===== src/rtl/row_bram_access_ctrl.sv =====
`timescale 1ns/1ps
`default_nettype none
// ============================================================================
//  Module      : row_bram_access_ctrl
//  Description : Single-port sequencer/arbiter in front of the row buffer
//                BRAM. Round-robin arbitration between the word-wide row
//                loader (writes) and the 5-nibble window reader (reads).
//                Generates the setup-then-strobe BRAM timing and returns
//                each read window as a registered 20-bit result.
//  Revision    : 1.0 - initial release
// ============================================================================
module row_bram_access_ctrl #(
    parameter int WIDTH     = 640,
    parameter int ROW_COUNT = 96
) (
    input  logic        clk,
    input  logic        rst_n,
    input  logic        i_wr_req,
    input  logic [6:0]  i_wr_word_idx,
    input  logic [6:0]  i_wr_row,
    input  logic [31:0] i_wr_data,
    output logic        o_wr_ack,
    input  logic        i_rd_req,
    input  logic [9:0]  i_rd_x,
    input  logic [6:0]  i_rd_row,
    output logic        o_rd_ack,
    output logic        o_rd_valid,
    output logic [19:0] o_rd_window,
    output logic        o_req_err,
    output logic        o_busy,
    output logic [9:0]  o_bram_x_pos,
    output logic [6:0]  o_bram_local_y,
    output logic [31:0] o_bram_data_in,
    output logic        o_bram_write,
    output logic        o_bram_read,
    input  logic [19:0] i_bram_nibble_in
);

    localparam int         WORDS   = WIDTH / 8;
    localparam logic [6:0] c_WORDS = 7'(WORDS);
    localparam logic [9:0] c_WIDTH = 10'(WIDTH);
    localparam logic [6:0] c_ROWS  = 7'(ROW_COUNT);

    typedef enum logic [2:0] {
        S_IDLE     = 3'd0,
        S_W_SETUP  = 3'd1,
        S_W_STROBE = 3'd2,
        S_R_SETUP  = 3'd3,
        S_R_LOAD   = 3'd4,
        S_R_OUT    = 3'd5
    } state_t;

    state_t      r_state;
    state_t      w_state_nxt;

    // r_live stays low for the first cycle after reset release so that no
    // grant is issued while the reset edge is still settling.
    logic        r_live;
    logic        r_rr_last_rd;
    logic [9:0]  r_x_pos;
    logic [6:0]  r_local_y;
    logic [31:0] r_data_in;
    logic [19:0] r_window;
    logic        r_rd_valid;

    logic        w_wr_oor;
    logic        w_rd_oor;
    logic        w_grant_wr;
    logic        w_grant_rd;

    assign w_wr_oor = (i_wr_word_idx >= c_WORDS) || (i_wr_row >= c_ROWS);
    assign w_rd_oor = (i_rd_x >= c_WIDTH) || (i_rd_row >= c_ROWS);

    assign o_bram_x_pos   = r_x_pos;
    assign o_bram_local_y = r_local_y;
    assign o_bram_data_in = r_data_in;
    assign o_rd_window    = r_window;
    assign o_rd_valid     = r_rd_valid;

    // State register.
    always_ff @(posedge clk or negedge rst_n) begin
        if (!rst_n) begin
            r_state <= S_IDLE;
        end else begin
            r_state <= w_state_nxt;
        end
    end

    // Arbitration, next-state and strobe decode.
    always_comb begin
        w_state_nxt  = r_state;
        w_grant_wr   = 1'b0;
        w_grant_rd   = 1'b0;
        o_wr_ack     = 1'b0;
        o_rd_ack     = 1'b0;
        o_req_err    = 1'b0;
        o_bram_write = 1'b0;
        o_bram_read  = 1'b0;
        o_busy       = (r_state != S_IDLE);
        case (r_state)
            S_IDLE: begin
                if (r_live) begin
                    // Write wins when it is alone or when read was granted last.
                    if (i_wr_req && (!i_rd_req || r_rr_last_rd)) begin
                        w_grant_wr = 1'b1;
                        o_wr_ack   = 1'b1;
                        o_req_err  = w_wr_oor;
                        if (!w_wr_oor) begin
                            w_state_nxt = S_W_SETUP;
                        end
                    end else if (i_rd_req) begin
                        w_grant_rd = 1'b1;
                        o_rd_ack   = 1'b1;
                        o_req_err  = w_rd_oor;
                        if (!w_rd_oor) begin
                            w_state_nxt = S_R_SETUP;
                        end
                    end
                end
            end
            S_W_SETUP: begin
                w_state_nxt = S_W_STROBE;
            end
            S_W_STROBE: begin
                o_bram_write = 1'b1;
                w_state_nxt  = S_IDLE;
            end
            S_R_SETUP: begin
                w_state_nxt = S_R_LOAD;
            end
            S_R_LOAD: begin
                o_bram_read = 1'b1;
                w_state_nxt = S_R_OUT;
            end
            S_R_OUT: begin
                o_bram_read = 1'b1;
                w_state_nxt = S_IDLE;
            end
            default: begin
                w_state_nxt = S_IDLE;
            end
        endcase
    end

    // Field latching on grant, round-robin history and read-window capture.
    always_ff @(posedge clk or negedge rst_n) begin
        if (!rst_n) begin
            r_live       <= 1'b0;
            r_rr_last_rd <= 1'b1;
            r_x_pos      <= '0;
            r_local_y    <= '0;
            r_data_in    <= '0;
            r_window     <= '0;
            r_rd_valid   <= 1'b0;
        end else begin
            r_live     <= 1'b1;
            r_rd_valid <= (r_state == S_R_OUT);
            if (w_grant_wr) begin
                r_rr_last_rd <= 1'b0;
                if (!w_wr_oor) begin
                    r_x_pos   <= {i_wr_word_idx, 3'b000};
                    r_local_y <= i_wr_row;
                    r_data_in <= i_wr_data;
                end
            end
            if (w_grant_rd) begin
                r_rr_last_rd <= 1'b1;
                if (!w_rd_oor) begin
                    r_x_pos   <= i_rd_x;
                    r_local_y <= i_rd_row;
                end
            end
            // The BRAM decodes the window from the live x_pos, which is
            // still held here, so the capture is taken in the last read cycle.
            if (r_state == S_R_OUT) begin
                r_window <= i_bram_nibble_in;
            end
        end
    end

endmodule
`default_nettype wire


===== config.mk =====
export PLATFORM = sky130hd
export DESIGN_NAME = row_bram_access_ctrl
export DESIGN_NICKNAME = d
export VERILOG_FILES = /design/src/rtl/row_bram_access_ctrl.sv
export SDC_FILE = /design/constraint.sdc
export NUM_CORES = 1
export LEC_CHECK = 0
export CORE_UTILIZATION = 44
export CTS_BUF_LIST = sky130_fd_sc_hd__clkbuf_8
export CTS_CLUSTER_DIAMETER = 30
export DETAILED_ROUTE_END_ITERATION = 8
export PLACE_DENSITY = 0.88
export SETUP_SLACK_MARGIN = 0.15
export SYNTH_ARGS = -nofsm -noshare
export SYNTH_HDL_FRONTEND = slang
export SYNTH_SLANG_ARGS = --single-unit

===== constraint.sdc =====
create_clock -name clk -period 3.8 [get_ports clk]
set_clock_uncertainty 0.2 [all_clocks]
set_input_delay 0.38 -clock clk [delete_from_list [all_inputs] [get_ports clk]]
set_output_delay 0.38 -clock clk [all_outputs]
set_load 0.02 [all_outputs]

==> impl_metrics.tcl <==
set metrics [dict create \
    drv_cap 0 \
    hold_buffers 0 \
    yosysTopAreaCell "dfrtp_1" \
    synthTopCellsByArea "dfrtp_1, mux2_2, a31oi_1" \
    drive_gt1_frac 0.188 \
    cts_setup_buffers 0 \
    postRouteAntennaNets 0 \
    dp_slack_ps 865 \
    setup_violations 0 \
    antenna_cells 0 \
    num_rows 30 \
    die_area_um2 7410 \
    synthAdderAreaFrac 0 \
    synth_nets 329 \
    rsz0062_at_grt "no" \
    grt_pass1_wl_mm 12.9 \
    fmax_mhz 326 \
    p_per_area_nw_per_um2 830 \
    critPathRequiredTime_ps 3220 \
    drv_slew 0 \
    gp_congestion 0.877 \
    wl_per_cell_um 16.6 \
    drc 0 \
    tightest_slew_ps 929 \
    synth_xor_area_frac 0 \
    nNetsFinal 491 \
    drtPass1Iterations 4 \
    synthFlopType "dfrtp_1" \
    violations "hold timing" \
    io_pins 163 \
    cts_num_sinks 75 \
    nFillCells 460 \
    drtIter0Drc 109 \
    min_period_ps 3070 \
    drt-total-wl_mm 8.38 \
    yosysSeqAreaShare 0.604 \
    cts-htree-levels 3 \
    vdd_drop_max_v 0.000525 \
    numCtsBuffers 9 \
    grt.total_usage 0.228 \
    synth_top_family_by_area "multiplexers" \
    setup_tns_ps 0 \
    async_reset_ff_frac 1.00 \
    synth_mux_area_frac 0.188 \
    synth-compound-area-share 0.0852 \
    crit_type "register to primary output" \
    max_stage_delay_ps 610 \
    cts_tree "done" \
    place_hpwl_mm 6.11 \
    areaGrowthSynthToFinish_pct 61.8 \
    r2r_slack_ps 1430 \
    synth_warnings 0 \
    yosysMostFrequentCell "dfrtp_1" \
    worstPathMaxFanout 16 \
    start_kind "register" \
    crit_path_end_kind "primary output" \
    syn_area_um2 3110 \
    setup_ws_ps 729 \
    clk_path_buf_depth 2 \
    leakagePower_uw 0.00205 \
    synth_top_area_frac 0.595 \
    syn_avg_cell_area_um2 12.9 \
    core_area_um2 6790 \
    grt_overflow 0 \
    cpMaxStageDelayCell "clkdlybuf4s50_1" \
    ys_ff_latch 75 \
    die_y_um 86.1 \
    io_buffers 162 \
    path_cells "or4b_4, a211o_4, clkinv_2, clkdlybuf4s50_1" \
    first_global_vias 2604 \
    dieWidth_um 86.1 \
    cts-root-buf "clkbuf_8" \
    synth_common_cells "dfrtp_1, mux2_2, nand3_1, o21ai_0, a31oi_1" \
    grt_max_degree 76 \
    synth_edf_count 0 \
    netlist_instances 242 \
    critPathTopFamily "buffers and inverters" \
    worst-path-buf-inv 2 \
    path_clk_slew_ps 70 \
    viasPerCell 5.21 \
    synth.distinct_cells 34 \
    yosys.area_share.simple 0.0929 \
    vias 2633 \
    post-route-period-util 0.808 \
    hp-class "primary input to asynchronous set/reset pin" \
    hold_ws_ps -17.7 \
    clk_latency_ps 330 \
    final_hold_viol_count 27 \
    outcome "complete, but fails checks" \
    slew_headroom 0.380 \
    antenna_found_initial 0 \
    crit_arrival_ps 2490 \
    floorplan.initialDensity 0.458 \
    ctsResizeCount 0 \
]
==> through the flow <==
step | power (µW) | cells | hold slack, ps | area, µm² | utilization
4_1_cts | 4210 | 505 | 14.8 | 5030 | 0.741
5_1_grt | 4380 | 505 | 65.6 | 5030 | 0.741
3_5_place_dp | 3500 | 489 | 289 | 4800 | 0.706
6_report | 4180 | 505 | -17.7 | 5030 | 0.741
2_1_floorplan | 2430 | 242 | -116 | 3110 | -
3_3_place_gp | 3420 | 489 | 269 | 4800 | 0.706
==> flip-flops by register name, summed over array words and instances (netlist names) <==
register / cells
o_bram_data_in: 32
o_rd_window: 20
o_bram_x_pos: 10
o_bram_local_y: 7
r_state: 3
o_rd_valid: 1
r_live: 1
r_rr_last_rd: 1
==> path summary, 6_finish.rpt <==
path                                          startpoint                             end  depth (start not counted)
setup / recovery                  r_state[1]$_DFFE_PN0P_                        o_rd_ack                          4
hold / removal                                     rst_n  o_bram_data_in[10]$_DFFE_PN0P_                          1
setup reg to reg                  r_state[1]$_DFFE_PN0P_  o_bram_data_in[21]$_DFFE_PN0P_                          6
hold reg to reg            o_bram_data_in[7]$_DFFE_PN0P_   o_bram_data_in[7]$_DFFE_PN0P_                          1
max in group asynchronous                          rst_n      o_rd_window[7]$_DFFE_PN0P_                          1
min in group clk           o_bram_data_in[7]$_DFFE_PN0P_   o_bram_data_in[7]$_DFFE_PN0P_                          1
==> worst reg2reg max path, stage by stage, from the launching register on <==
cell and delay, ps:
dfrtp_1 450, nor4b_2 420, nand3_1 120, buf_4 200
nor2_2 90, buf_4 380, mux2_2 400
==> cell usage in the layout, fill, tap and decap left out, drive strengths merged <==
master / count
and2: 3
clkinv: 2
nor3b: 1
conb: 1
a2111oi: 1
nor3: 14
mux2: 52
bufinv: 2
dfstp: 1
a21boi: 1
nand3: 17
dfrtp: 74
a21oi: 2
a31oi: 15
nor4b: 1
a22oi: 1
and3: 1
buf: 3
inv: 5
nand2b: 1
clkbuf: 12
or4b: 1
o21ai: 17
a211o: 1
nand2: 10
nor2: 5
a32oi: 1
clkdlybuf4s50: 161
a22o: 3
==> cell families after synthesis <==
| family | count (synthesis) |
|---|---|
| DFF | 75 |
| and+or+nand+nor | 54 |
| muxes | 52 |
| AOI/OAI and AO/OA | 42 |
| buffers and inverters | 18 |
| other | 1 |
==> cell type report <==
type	count	area (µm²)	share of cell area
sequential	75	1880	0.373
timing repair buffer	164	1630	0.325
multi-input combinational	149	1140	0.227
clock buffer	12	165	0.0328
tap	96	120	0.0239
clock inverter	4	72.6	0.0144
inverter	5	20.0	0.00398
==> layer usage <==
metal  routed length (µm)  up-vias  global-route usage  share of wire
met5                    0        -                   0              0
met4                  229        0               0.111          0.027
met3                  599       19              0.0520          0.072
met2                 4330      146               0.398           0.52
met1                 3210     1264               0.265           0.38
li1                     -     1204                   -              -
==> where the power goes <==
part / switching, µW / internal, µW / leakage [µW]
sequential: 221 / 1200 / 0.000898
combinational: 982 / 1070 / 0.00103
clock: 282 / 423 / 0.000124
No activity file was read; power rests on OpenSTA's default activity.
